## src/rtl/mem_bus_arbiter.sv

```systemverilog
// Two-master (CPU/DMA) arbiter for the shared memory port: round-robin with a
// bounded DMA burst lock and a wait-state watchdog that aborts dead transfers.
module mem_bus_arbiter #(
  parameter int WAIT_LIMIT = 16,
  parameter int MAX_BURST  = 4
) (
  input  logic        clk,
  input  logic        reset_n,
  input  logic        cpu_req,
  input  logic        cpu_write,
  input  logic [31:0] cpu_addr,
  input  logic [31:0] cpu_wdata,
  input  logic        dma_req,
  input  logic        dma_write,
  input  logic [31:0] dma_addr,
  input  logic [31:0] dma_wdata,
  input  logic        dma_lock,
  input  logic        mem_ready,
  input  logic [31:0] mem_rdata,
  output logic        mem_sel,
  output logic        mem_write,
  output logic [31:0] mem_addr,
  output logic [31:0] mem_wdata,
  output logic        cpu_ack,
  output logic        dma_ack,
  output logic [31:0] rdata,
  output logic        bus_error,
  output logic [1:0]  grant,
  output logic        cpu_stall
);
  localparam int WW = $clog2(WAIT_LIMIT);
  localparam int BW = $clog2(MAX_BURST + 1);

  typedef enum logic [1:0] {IDLE, XFER_CPU, XFER_DMA, DONE} state_t;

  state_t          state;
  logic [WW-1:0]   wait_cnt;
  logic [BW-1:0]   burst_cnt;
  logic            last_dma;
  logic            pick_dma;

  // DMA keeps the bus on a tie only while its locked burst budget lasts
  always_comb begin
    pick_dma = 1'b0;
    if (dma_req && !cpu_req)
      pick_dma = 1'b1;
    else if (dma_req && cpu_req)
      pick_dma = !last_dma || (dma_lock && (burst_cnt < BW'(MAX_BURST)));
  end

  always_ff @(posedge clk or negedge reset_n) begin
    if (!reset_n) begin
      state     <= IDLE;
      mem_sel   <= 1'b0;
      mem_write <= 1'b0;
      mem_addr  <= '0;
      mem_wdata <= '0;
      cpu_ack   <= 1'b0;
      dma_ack   <= 1'b0;
      rdata     <= '0;
      bus_error <= 1'b0;
      grant     <= 2'b00;
      wait_cnt  <= '0;
      burst_cnt <= '0;
      last_dma  <= 1'b1;
    end else begin
      cpu_ack   <= 1'b0;
      dma_ack   <= 1'b0;
      bus_error <= 1'b0;
      case (state)
        IDLE: begin
          if (cpu_req || dma_req) begin
            mem_sel  <= 1'b1;
            wait_cnt <= '0;
            if (pick_dma) begin
              grant     <= 2'b10;
              mem_write <= dma_write;
              mem_addr  <= dma_addr;
              mem_wdata <= dma_wdata;
              last_dma  <= 1'b1;
              state     <= XFER_DMA;
              if (!dma_lock)
                burst_cnt <= '0;
              else if (burst_cnt < BW'(MAX_BURST))
                burst_cnt <= burst_cnt + 1'b1;
            end else begin
              grant     <= 2'b01;
              mem_write <= cpu_write;
              mem_addr  <= cpu_addr;
              mem_wdata <= cpu_wdata;
              last_dma  <= 1'b0;
              burst_cnt <= '0;
              state     <= XFER_CPU;
            end
          end
        end
        XFER_CPU, XFER_DMA: begin
          // a ready strobe in the limit cycle still wins over the abort
          if (mem_ready || (wait_cnt == WW'(WAIT_LIMIT - 1))) begin
            mem_sel   <= 1'b0;
            grant     <= 2'b00;
            rdata     <= (mem_ready && !mem_write) ? mem_rdata : '0;
            bus_error <= !mem_ready;
            if (state == XFER_CPU) cpu_ack <= 1'b1;
            else                   dma_ack <= 1'b1;
            state <= DONE;
          end else begin
            wait_cnt <= wait_cnt + 1'b1;
          end
        end
        DONE:    state <= IDLE;
        default: state <= IDLE;
      endcase
    end
  end

  assign cpu_stall = cpu_req & ~cpu_ack;
endmodule

```

## config.mk

```make
export PLATFORM = sky130hd
export DESIGN_NAME = mem_bus_arbiter
export DESIGN_NICKNAME = d
export VERILOG_FILES = /design/src/rtl/mem_bus_arbiter.sv
export SDC_FILE = /design/constraint.sdc
export NUM_CORES = 1
export LEC_CHECK = 0
export ABC_AREA = 1
export CAP_MARGIN = 30
export CELL_PAD_IN_SITES_DETAIL_PLACEMENT = 1
export CELL_PAD_IN_SITES_GLOBAL_PLACEMENT = 1
export CORE_MARGIN = 4
export CORE_UTILIZATION = 28
export CTS_CLUSTER_SIZE = 30
export DETAILED_ROUTE_END_ITERATION = 6
export HOLD_SLACK_MARGIN = 0.12
export PLACE_DENSITY_LB_ADDON = 0.1
export SYNTH_ARGS = -nofsm -noshare
export SYNTH_HDL_FRONTEND = slang
export SYNTH_SLANG_ARGS = --single-unit
```

## constraint.sdc

```tcl
create_clock -name clk -period 2.25 [get_ports clk]
set_clock_uncertainty 0.2 [all_clocks]
set_input_delay 0.675 -clock clk [delete_from_list [all_inputs] [get_ports clk]]
set_output_delay 0.675 -clock clk [all_outputs]
set_load 0.005 [all_outputs]
```

# == Word-level counts from Yosys, hierarchy flattened ==
# Cells that the tools add are included.
# word_totals
output_inout_bits,104
regBits,113
in_bits,168
# classes
n_reduce_logical,20
bitwise,2
order_cmp,1
n_eq_ne,8
mux,30
add_sub_neg,2
# op_table
cell,n
32-bit 2-to-1 mux,3
1-bit 2-to-1 mux,14
3-bit 2-to-1 mux,3
3-bit AND reduction,3
2-bit 2-to-1 mux,4
4-bit 2-to-1 mux,2
4-bit case mux with 2 select lines,1
"2-bit != test, second input constant",3
2-bit case mux with 3 select lines,1
2-bit AND reduction,3
"4-bit by 1-bit adder with 4-bit output, second input constant",1
"2-bit == test, second input constant",2
"4-bit == test, second input constant",1
1-bit logical AND,4
1-bit logical NOT,4
2-bit case mux with 2 select lines,1
"3-bit by 1-bit adder with 3-bit output, second input constant",1
1-bit logical OR,3
"3-bit < comparator, second input constant",1
"3-bit by 2-bit != test with 1-bit output, second input constant",1
"2-bit by 1-bit == test with 1-bit output, second input constant",1
2-bit logical NOT,1
1-bit case mux with 2 select lines,1
2-bit nonzero test,1
other kinds (3),3

# == Longest topological paths before layout ==
# logic_depth
word_depth,8
depth_mapped,9
depth_no_buf,9

# == Worst setup path after synthesis ==
# No wires, ideal clock.
# synth_timing
kind,input to register
from,in dma_req
to,reg mem_addr[11]
setup_ps,117
t_arrival_ps,1503
stages,7
path_buffers,3
setup_slack_ps,429
path_cell_list,buf_2 nor2_2 nor2_4 buf_4 buf_2 nand3_1 nand2_1
# synth_between
elab_chain_len,4
word_cells_on_any_way,7
# synth_rtl
item,line,rtl
"start, declared",13,"input logic dma_req,"
1-bit logical AND,47,else if (dma_req && cpu_req)
1-bit 2-to-1 mux,47,
1-bit 2-to-1 mux,45,if (dma_req && !cpu_req)
32-bit 2-to-1 mux,75,if (pick_dma) begin
"end signal, assigned",78,mem_addr <= dma_addr;
"end signal, assigned",89,mem_addr <= cpu_addr;
"end, declared",22,"output logic [31:0] mem_addr,"
# Parallel ways exist; a longest one is shown, timed or not.
# A chain may end at the register's enable or synchronous reset.

# == Worst setup path after layout ==
# layout_timing
from,reg mem_addr[3]
to,out mem_addr[3]
# No word-level cell between the ends.

==> impl.org <==
** Run status
- Result of the run :: completed

** Critical path
- Together, buffers and inverters on the worst path number 1.
- The slowest stage of the critical path belongs to the cell clkdlybuf4s50_1.
- The worst register-to-register path has a setup slack of 0.44 ns.
- Category of the worst setup path capture point :: primary output
- Cell type group with the largest total delay on the critical path :: buffers and inverters
- Along the worst path, the maximum fanout reaches 2.
- Type of origin of the critical path :: flop
- Worst Setup Path Type :: flop to primary output
- Critical path cell sequence :: clkdlybuf4s50_1
- The largest single stage delay on the critical path is 0.54 ns.
- Data arrives at the worst endpoint at 1.32 ns.
- Required time of the worst setup path :: 1.37 ns

** Timing
- Hold Violations, Final :: 0
- Setup repair after global routing left no endpoint under its margin.
- Slew @ Worst Pin :: 0.481 ns
- The total count of max-transition violations in the final report is 0.
- Final count of negative-setup-slack endpoints :: 0
- Worst slew margin relative to its limit :: 67.9%
- Clock period minus worst slack :: 2.20 ns
- The final critical path takes up 97.6% of the cycle.
- For this run, the top clock speed supported by timing is 455 MHz.

** Pwr
- IR analysis of the VDD net gives a maximum drop of 0.617 mV.
- Power per Cell Area :: 1230 mW/mm2
- The analysis attributes to cell leakage a power of 4.70 nW.

** Drt
- For this run, the detailed router's first-pass iteration total came to 4.
- In the detailed route, the total length drawn on met3 is 2.04 mm.
- Remaining routing DRC violations :: 0
- Average wire length per cell after detail routing :: 15.7 um
- Count of routing violations after the opening detailed-route iteration :: 185
- Vias/cell :: 4.46
- Summed over all layers, the routed wires come to 20.5 mm.
- Highest routed metal layer :: met4
- Met2 Wirelength :: 9.18 mm
- Remaining antenna violation count after routing :: 0
- Total vias in the final route :: 5816
- Total routed wire length on the met1 layer :: 9.00 mm

** Run
- Across the run, the number of max-cap violations was 0.

** Placement
- In this run, placement finished with an instance count of 1270.
- Quantity of I/O buffers inserted on ports :: 271
- At the end of routability-driven placement, the weighted congestion stood at 0.710.
- Detailed placement ended at an HPWL of 15.2 mm.

** Logic synthesis
- Count of mapped cells out of synthesis :: 743
- Count of different cell masters after synthesis :: 24
- Most frequently used cell type in the post-synthesis netlist :: nand2_1
- The synthesized netlist devotes 2.90% of its cell area to compound gates.
- Of the post-synthesis cell area, the part taken by muxes is 0%.
- Post-Synth XOR/XNOR Area :: 0.154%
- Sequential area share after synthesis :: 49.7%
- During synthesis, Yosys emitted a total of 0 warnings.
- Post-synthesis sequential element count :: 113
- Mapped Nets :: 915
- In this run the mean area of a mapped cell was 7.67 um2.
- In this run, synthesis inferred 0 flip-flops with an integrated enable.
- Synth async-reset ratio :: 100%
- After Yosys synthesis, full adders, half adders and majority gates account for 0.879% of the synthesized area.
- After synthesis the cells add up to 0.00570 mm2.
- After synthesis, the largest family of logic cells by area is simple AND/OR/NAND/NOR gates.
- Main synth FF type :: dfrtp_1
- Area share of the leading cell type in the synthesized netlist :: 49.2%
- After Yosys synthesis, and, or, nand and nor cells account for 37.0% of the synthesized area.
- Of all cell types, the one taking the most synthesized area is dfrtp_1.
- Leading post-synthesis cells by cell area :: dfrtp_1 (49%), nand2_1 (20%), nand3b_1 (8.7%)
- Commonest cells post-synth :: nand2_1 (310), dfrtp_1 (112), inv_1 (77)

** Cells and area
- The filler cells instantiated in the layout total 2358.
- The post-route netlist has 7.90% of its cells at a drive strength greater than 1.
- P&R area growth vs syn :: 68.8%
- Utilization after layout :: 48.8%
- Area occupied by registers :: 0.00283 mm2
- In the final layout, the multi-input gates occupy 0.00234 mm2.
- Cell Count, Final, Fillers Out :: 1304
- Final net count :: 1197

** Clocking
- Total clock buffers created by CTS :: 17
- Buffers added to address setup during post-CTS repair amount to 0.
- After clock tree synthesis, the clock-pin slew on the worst setup and hold paths is 0.06 ns.
- The clock tree synthesis step divided the H-tree into 4 levels.
- Counting along the longest clock path gives a buffer depth of 2.
- Insertion delay to the later sink of the worst-skew pair :: 0.42 ns
- Clk sink count :: 113
- Root buffer selected by CTS :: clkbuf_16
- TritonCTS built the clock tree.

** Floorplan
- 272 I/O pins were placed.
- Core Region :: 0.0197 mm2
- Std-Cell Rows :: 51
- The die covers 0.0227 mm2.
- Overall die width :: 151 um
- Once the floorplan was initialized, standard cells occupied 28.9% of the core.
- Die height :: 151 um

** Global route
- The initial antenna violation count is 1.
- Number of global-route vias before repair :: 6077
- Global routing finished with a remaining overflow of 0.
- Entering global routing, the biggest net connects 43 pins.
- In the global route stage, overall resource usage came out at 18.2%.
- First-pass GRT wire length :: 32.3 mm

** Worst hold path
- Class of the most critical hold timing path :: flop to flop
-- tightest hold or removal path: stages, from the launching register on --
cell	delay [ns]
dfstp_2	0.37
nand2_1	0.06
nand2_1	0.05
-- path summary, 6_finish.rpt --
path | from | endpoint | cells after the start
max reg2reg | state[1] | burst_cnt[0] | 9
max in group asynchronous | reset_n | mem_addr[26] | 3
max | mem_addr[3] | mem_addr[3] | 1
min in group asynchronous | reset_n | mem_addr[7] | 2
min reg2reg | last_dma | last_dma | 2
min | last_dma | last_dma | 2
-- where the power goes --
part	leakage (nW)	internal (mW)	switching [mW]
sequential	1.43	3.01	0.524
clock	0.300	1.78	1.08
combinational	2.97	2.90	2.49
total	4.70	7.69	4.10
-- stage by stage --
step	hold slack (ns)	area (um2)	TNS, ns	total power, mW	setup WS [ns]
5_1_grt	0.293	9610	0	12.7	0.00123
6_report	0.272	9610	0	11.8	0.0542
2_1_floorplan	0.179	5700	0	5.73	0.429
3_5_place_dp	0.264	8970	-7.93	9.06	-0.400
4_1_cts	0.277	9600	0	12.0	0.0249
3_3_place_gp	0.261	8970	-6.10	8.97	-0.402
-- registers in the layout, summed over array words and instances (netlist names) --
signal	count
dma_ack	1
bus_error	1
mem_write	1
mem_sel	1
rdata	32
last_dma	1
grant	2
burst_cnt	3
cpu_ack	1
mem_wdata	32
mem_addr	32
wait_cnt	4
state	2
-- cells in the final DEF (no fill, tap or decap), drive strengths merged --
master,n
a21oi,1
buf,40
bufinv,3
clkbuf,17
clkdlybuf4s50,261
clkinv,3
clkinvlp,2
dfrtp,112
dfstp,1
diode,1
dlygate4sd2,2
dlygate4sd3,1
dlymetal6s2s,5
ha,4
inv,88
nand2,311
nand3,73
nand3b,66
nand4,3
nor2,11
nor3,1
o21ai,32
xnor2,1
-- cells by family after synthesis --
logic type	count (synthesis)
xor gates and xnor gates	1
AOI/OAI and AO/OA	33
buffers and inverters	127
DFF	113
and+or+nand+nor	465
adders and majority gates	4
-- layer usage --
metal / GRT usage [%] / vias to the layer above
met1: 23.1 / 2727
met4: 4.81 / 0
met2: 28.8 / 195
met5: 0 / -
met3: 7.31 / 17
li1: - / 2877
-- area by class of cell --
cell class	count	share of cell area, %
inverters	81	3.16
clock inverters	15	2.06
diodes	1	0.0260
multi-input cells	503	24.3
clock buffers	17	4.43
repair buffers	309	33.1
well taps	265	3.45
flip-flops and latches	113	29.4
-- timing repair --
action,in CTS,in global routing
hold buffers,1,0
endpoints found under the hold margin,20,0
gates resized for setup,6,5
setup endpoints to repair,2,5
Power figures use the tool's default switching activity.
==> patch 1: new RTL, same flow settings <==
`WAIT_LIMIT`: 16 -> 8.
--- a/src/rtl/mem_bus_arbiter.sv
+++ b/src/rtl/mem_bus_arbiter.sv
@@ -3,3 +3,3 @@
 module mem_bus_arbiter #(
-  parameter int WAIT_LIMIT = 16,
+  parameter int WAIT_LIMIT = 8,
   parameter int MAX_BURST  = 4
Function: changed (a bounded check fails within 10 cycles, from zero or initial values and one cycle with reset_n low).
==> patch 1 against the unedited design <==
Sequential cell count decreased by 1. Cell count decreased by 2.5%. Maximum frequency increased by 1.7%. Largest power group unchanged. Worst setup slack improved by 36 ps. Core utilization decreased by 1.9 points. Wire length decreased by 1.7%. Area after synthesis decreased by 0.15%. Worst hold slack improved by 3.8 ps. First-iteration DRC count decreased by 11%. Critical path type unchanged. Total power decreased by 16%. Final area decreased by 3.9%.
==> patch 1: results (changes against the unedited design) <==
- Outcome: completed
- Nets@finish: 1,174 (-1.9%)
- Post-detail-place hpwl: 14,970 um (-1.3%)
- DRT iter0 DRCs: 164 (-11%)
- DR top layer: met4
- Asr flop ratio synth: 1.000 (unchanged)
- Initial DRT Pass Iterations: 4 (unchanged)
- Worst Hold Class: reg -> reg
- Fillers: 2,354 (-0.17%)
- Peak VDD IR: 406.8 uV (-34%)
- WL met1: 8794 um (-2.3%)
- Placed Instances: 1,254 (-1.3%)
- CP Max Fanout: 2 (unchanged)
- Initial antenna violation count: 1 (unchanged)
- Clock Latency Late Sink: 350 ps (-70 ps)
- CTS H-tree depth: 3 (-1)
- WL/cell: 15.85 um (+0.79%)
- Sequential element share of the synthesized area: 0.4931 (-0.003635)
- GP Congestion: 0.7346 (+3.5%)
- CP delay by family, top: buffers and inverters
- Cell variety after synth: 21 (-13%)
- Avg Inst Size Synth: 7.844 um^2 (+2.3%)
- Post-CTS Resized: 4 (-2)
- Routed wl met2: 9565 um (+4.2%)
- Register share of total power: 0.335 (+0.035)
- Global routing's busiest layer: met2
- CTS clk-pin slew, worst paths: 80 ps (+20 ps)
- Logic pwr share: 0.491 (+0.033)
- Top Registers: mem_addr x32, mem_wdata x32, rdata x32
- Proportion of layout cells with a drive suffix above 1: 0.06958 (-0.009416)
- Clock Root Buffer: clkbuf_16
- Synth cell count leaders: 294 x nand2_1, 111 x dfrtp_1, 100 x nand3_1
- Slowest Stage Delay on Critical Path: 560 ps (+20 ps)
- Crit path DAT: 1280 ps (-40 ps)
- Worst slew margin: 0.7919 (+0.1126)
- Vias in the first global route: 6,110 (+0.54%)
- Slowest cell on crit path: clkdlybuf4s50_1
- Met2 GRT Util: 0.2958 (+0.007401)
- IO buf count: 271 (unchanged)
- Cts hold-fix bufs: 1 (unchanged)
- CTS max path bufs: 2 (unchanged)
- Largest net degree at the start of global routing: 56 (+30%)
- Total number of vias: 5,660 (-2.7%)
- Switching part of the total: 0.3608 (+0.01323)
- DR WL met3: 1587 um (-22%)
- Cts bufs inserted: 9 (-8)
- Global-route met3 utilization: 0.05328 (-0.01987)
- Ys Warns: 0 (unchanged)
- Leak: 4.556 nW (-3.0%)
- Largest cells by area after synthesis: dfrtp_1 49%, nand2_1 19%, nand3_1 8.8%, nand3b_1 8.7%, inv_1 4.8%
- First-pass GRT wire length: 32,530 um (+0.62%)
- Met1 Usage GRT: 0.2346 (+0.003999)
- GRT Overall Usage: 0.1802 (-0.001427)
- WL final: 20,170 um (-1.7%)
- Syn Nets: 898 (-1.9%)
- Setup bufs post-CTS: 0 (unchanged)
[patch 1: cell count changes in the layout (fill, tap and decap cells not counted), sizes merged, moves of 5 or more]
cell	unedited run	this run
nand3	73	100
o21ai	32	7
nand2	311	296
clkbuf	17	9
inv	88	81
clkdlybuf4s50	261	266
[patch 1: stage by stage]
stage	utilization	instance area (um^2)	setup WS (ps)	power [mW]	hold WS (ps)
after floorplan	-	5687	466.1	5.437	179.4
after global placement	0.4516	8905	-400.1	8.221	260.7
after detailed placement	0.4516	8905	-407.6	8.295	264.3
after CTS	0.4681	9230	26.88	10.09	280.1
after global routing	0.4684	9235	56.80	10.73	289.7
final	0.4684	9235	90.17	9.868	275.3
[patch 1: path summary, 6_finish.rpt]
path                        startpoint           to  slack, ps  cells past startpoint
max                           grant[1]     grant[1]         90                      1
min                           last_dma     last_dma        280                      2
max reg2reg                wait_cnt[0]    rdata[26]        380                      8
min reg2reg                   last_dma     last_dma        280                      2
max in group asynchronous      reset_n    rdata[30]        620                      4
min in group asynchronous      reset_n  mem_addr[3]        550                      2
[patch 1: cell type report]
| class | count | share of cell area |
|---|---|---|
| diodes | 1 | 0.0002710 |
| clock buffers | 9 | 0.02439 |
| clock inverters | 7 | 0.009755 |
| inverters | 80 | 0.03252 |
| multi-input cells | 488 | 0.2481 |
| flip-flops and latches | 112 | 0.3036 |
| well taps | 265 | 0.03590 |
| repair buffers | 310 | 0.3455 |
[patch 1: logic make-up after synthesis]
logic type | count (synthesis) | share of synthesized area
AOI/OAI and AO/OA | 7 | 0.006160
DFF | 112 | 0.4931
and+or+nand+nor | 476 | 0.3853
buffers and inverters | 125 | 0.1045
adders and majority gates | 5 | 0.01100
==> patch 2: new RTL, same settings <==
Without the edit above. Encoding of `state_t`: now one-hot (4 bits for 4 states).
--- a/src/rtl/mem_bus_arbiter.sv
+++ b/src/rtl/mem_bus_arbiter.sv
@@ -33,3 +33,3 @@
 
-  typedef enum logic [1:0] {IDLE, XFER_CPU, XFER_DMA, DONE} state_t;
+  typedef enum logic [3:0] {IDLE = 4'b0001, XFER_CPU = 4'b0010, XFER_DMA = 4'b0100, DONE = 4'b1000} state_t;
 
Formal check against the unedited RTL: same outputs for any inputs over 4 cycles, from zero or initial values and one cycle with reset_n low; so few cycles prove little.
==> patch 2 against the unedited design <==
Sequential cell count up 2. Total power down 1.0%. Non-clock buffer count down 4. Combinational power up 1%. Worst setup slack better by 23 ps. Area after synthesis up 1.7%. Wire length about the same. Worst hold slack worse by 2.0 ps. Final area down 0.29%. Critical endpoint is now mem_sel. Highest routed layer unchanged.
==> patch 2: results (changes against the unedited design) <==
- Synth Area in XOR/XNOR: 0.001513 (-0.00002525)
- Post-CTS Resized: 4 (-2)
- Crit path DAT: 1300 ps (-20 ps)
- Cell variety after synth: 22 (-8.3%)
- Post-synth top area share: 0.4883 (-0.003759)
- Nets@finish: 1,190 (-0.58%)
- Peak VDD IR: 443.3 uV (-28%)
- GP Congestion: 0.7723 (+8.8%)
- Final cell count without fillers: 1,302 (-0.15%)
- Proportion of layout cells with a drive suffix above 1: 0.07759 (-0.001404)
- Largest net degree at the start of global routing: 44 (+2.3%)
- Worst slew margin: 0.6362 (-0.04309)
- Setup bufs post-CTS: 1 (+1)
- Dpl ws: -402.2 ps (-2.536 ps)
- Clock Latency Late Sink: 400 ps (-20 ps)
- Outcome: completed
- Avg Inst Size Synth: 7.773 um^2 (+1.4%)
- Leak: 4.718 nW (+0.41%)
- Synth Area in Compound Gates: 0.03111 (+0.002117)
- First-pass GRT wire length: 33,490 um (+3.6%)
- DRT iter0 DRCs: 206 (+11%)
- Vias in the first global route: 6,135 (+0.95%)
- Adder-Cell Fraction of Synth Area: 0.004322 (-0.004466)
- Switching power of the nets: 4.054 mW (-0.99%)
- Internal power: 7.603 mW (-1.1%)
- Post-detail-place hpwl: 14,900 um (-1.7%)
- WL final: 20,510 um (about the same)
-- patch 2: routing by layer --
layer	up-vias	GRT usage	wire (um)
li1	2903	-	-
met1	2732	0.2312	9055
met2	180	0.2803	9401
met3	15	0.06968	1793
met4	0	0.04709	261
met5	-	0	0
-- patch 2: worst min-delay path: stages (launching register included) --
cell	delay, ps
dfrtp_1	340
nand2_1	50
nand2_1	50
-- patch 2: final cells by class --
cell class	instances	area (um^2)
clock inverters	11	112.6
inverters	80	300.3
clock buffers	19	452.9
well taps	270	337.8
fillers	2418	10710
flip-flops and latches	115	2880
multi-input cells	501	2376
repair buffers	305	3123
diodes	1	2.502
-- patch 2: final timing paths --
path,cells past startpoint,to,start,slack [ps]
setup / recovery,1,mem_sel,mem_sel,80
hold / removal,2,grant[1],grant[1],270
setup reg to reg,7,rdata[14],state[1],410
hold reg to reg,2,grant[1],grant[1],270
max in group asynchronous,3,last_dma,reset_n,790
min in group asynchronous,2,mem_addr[4],reset_n,460
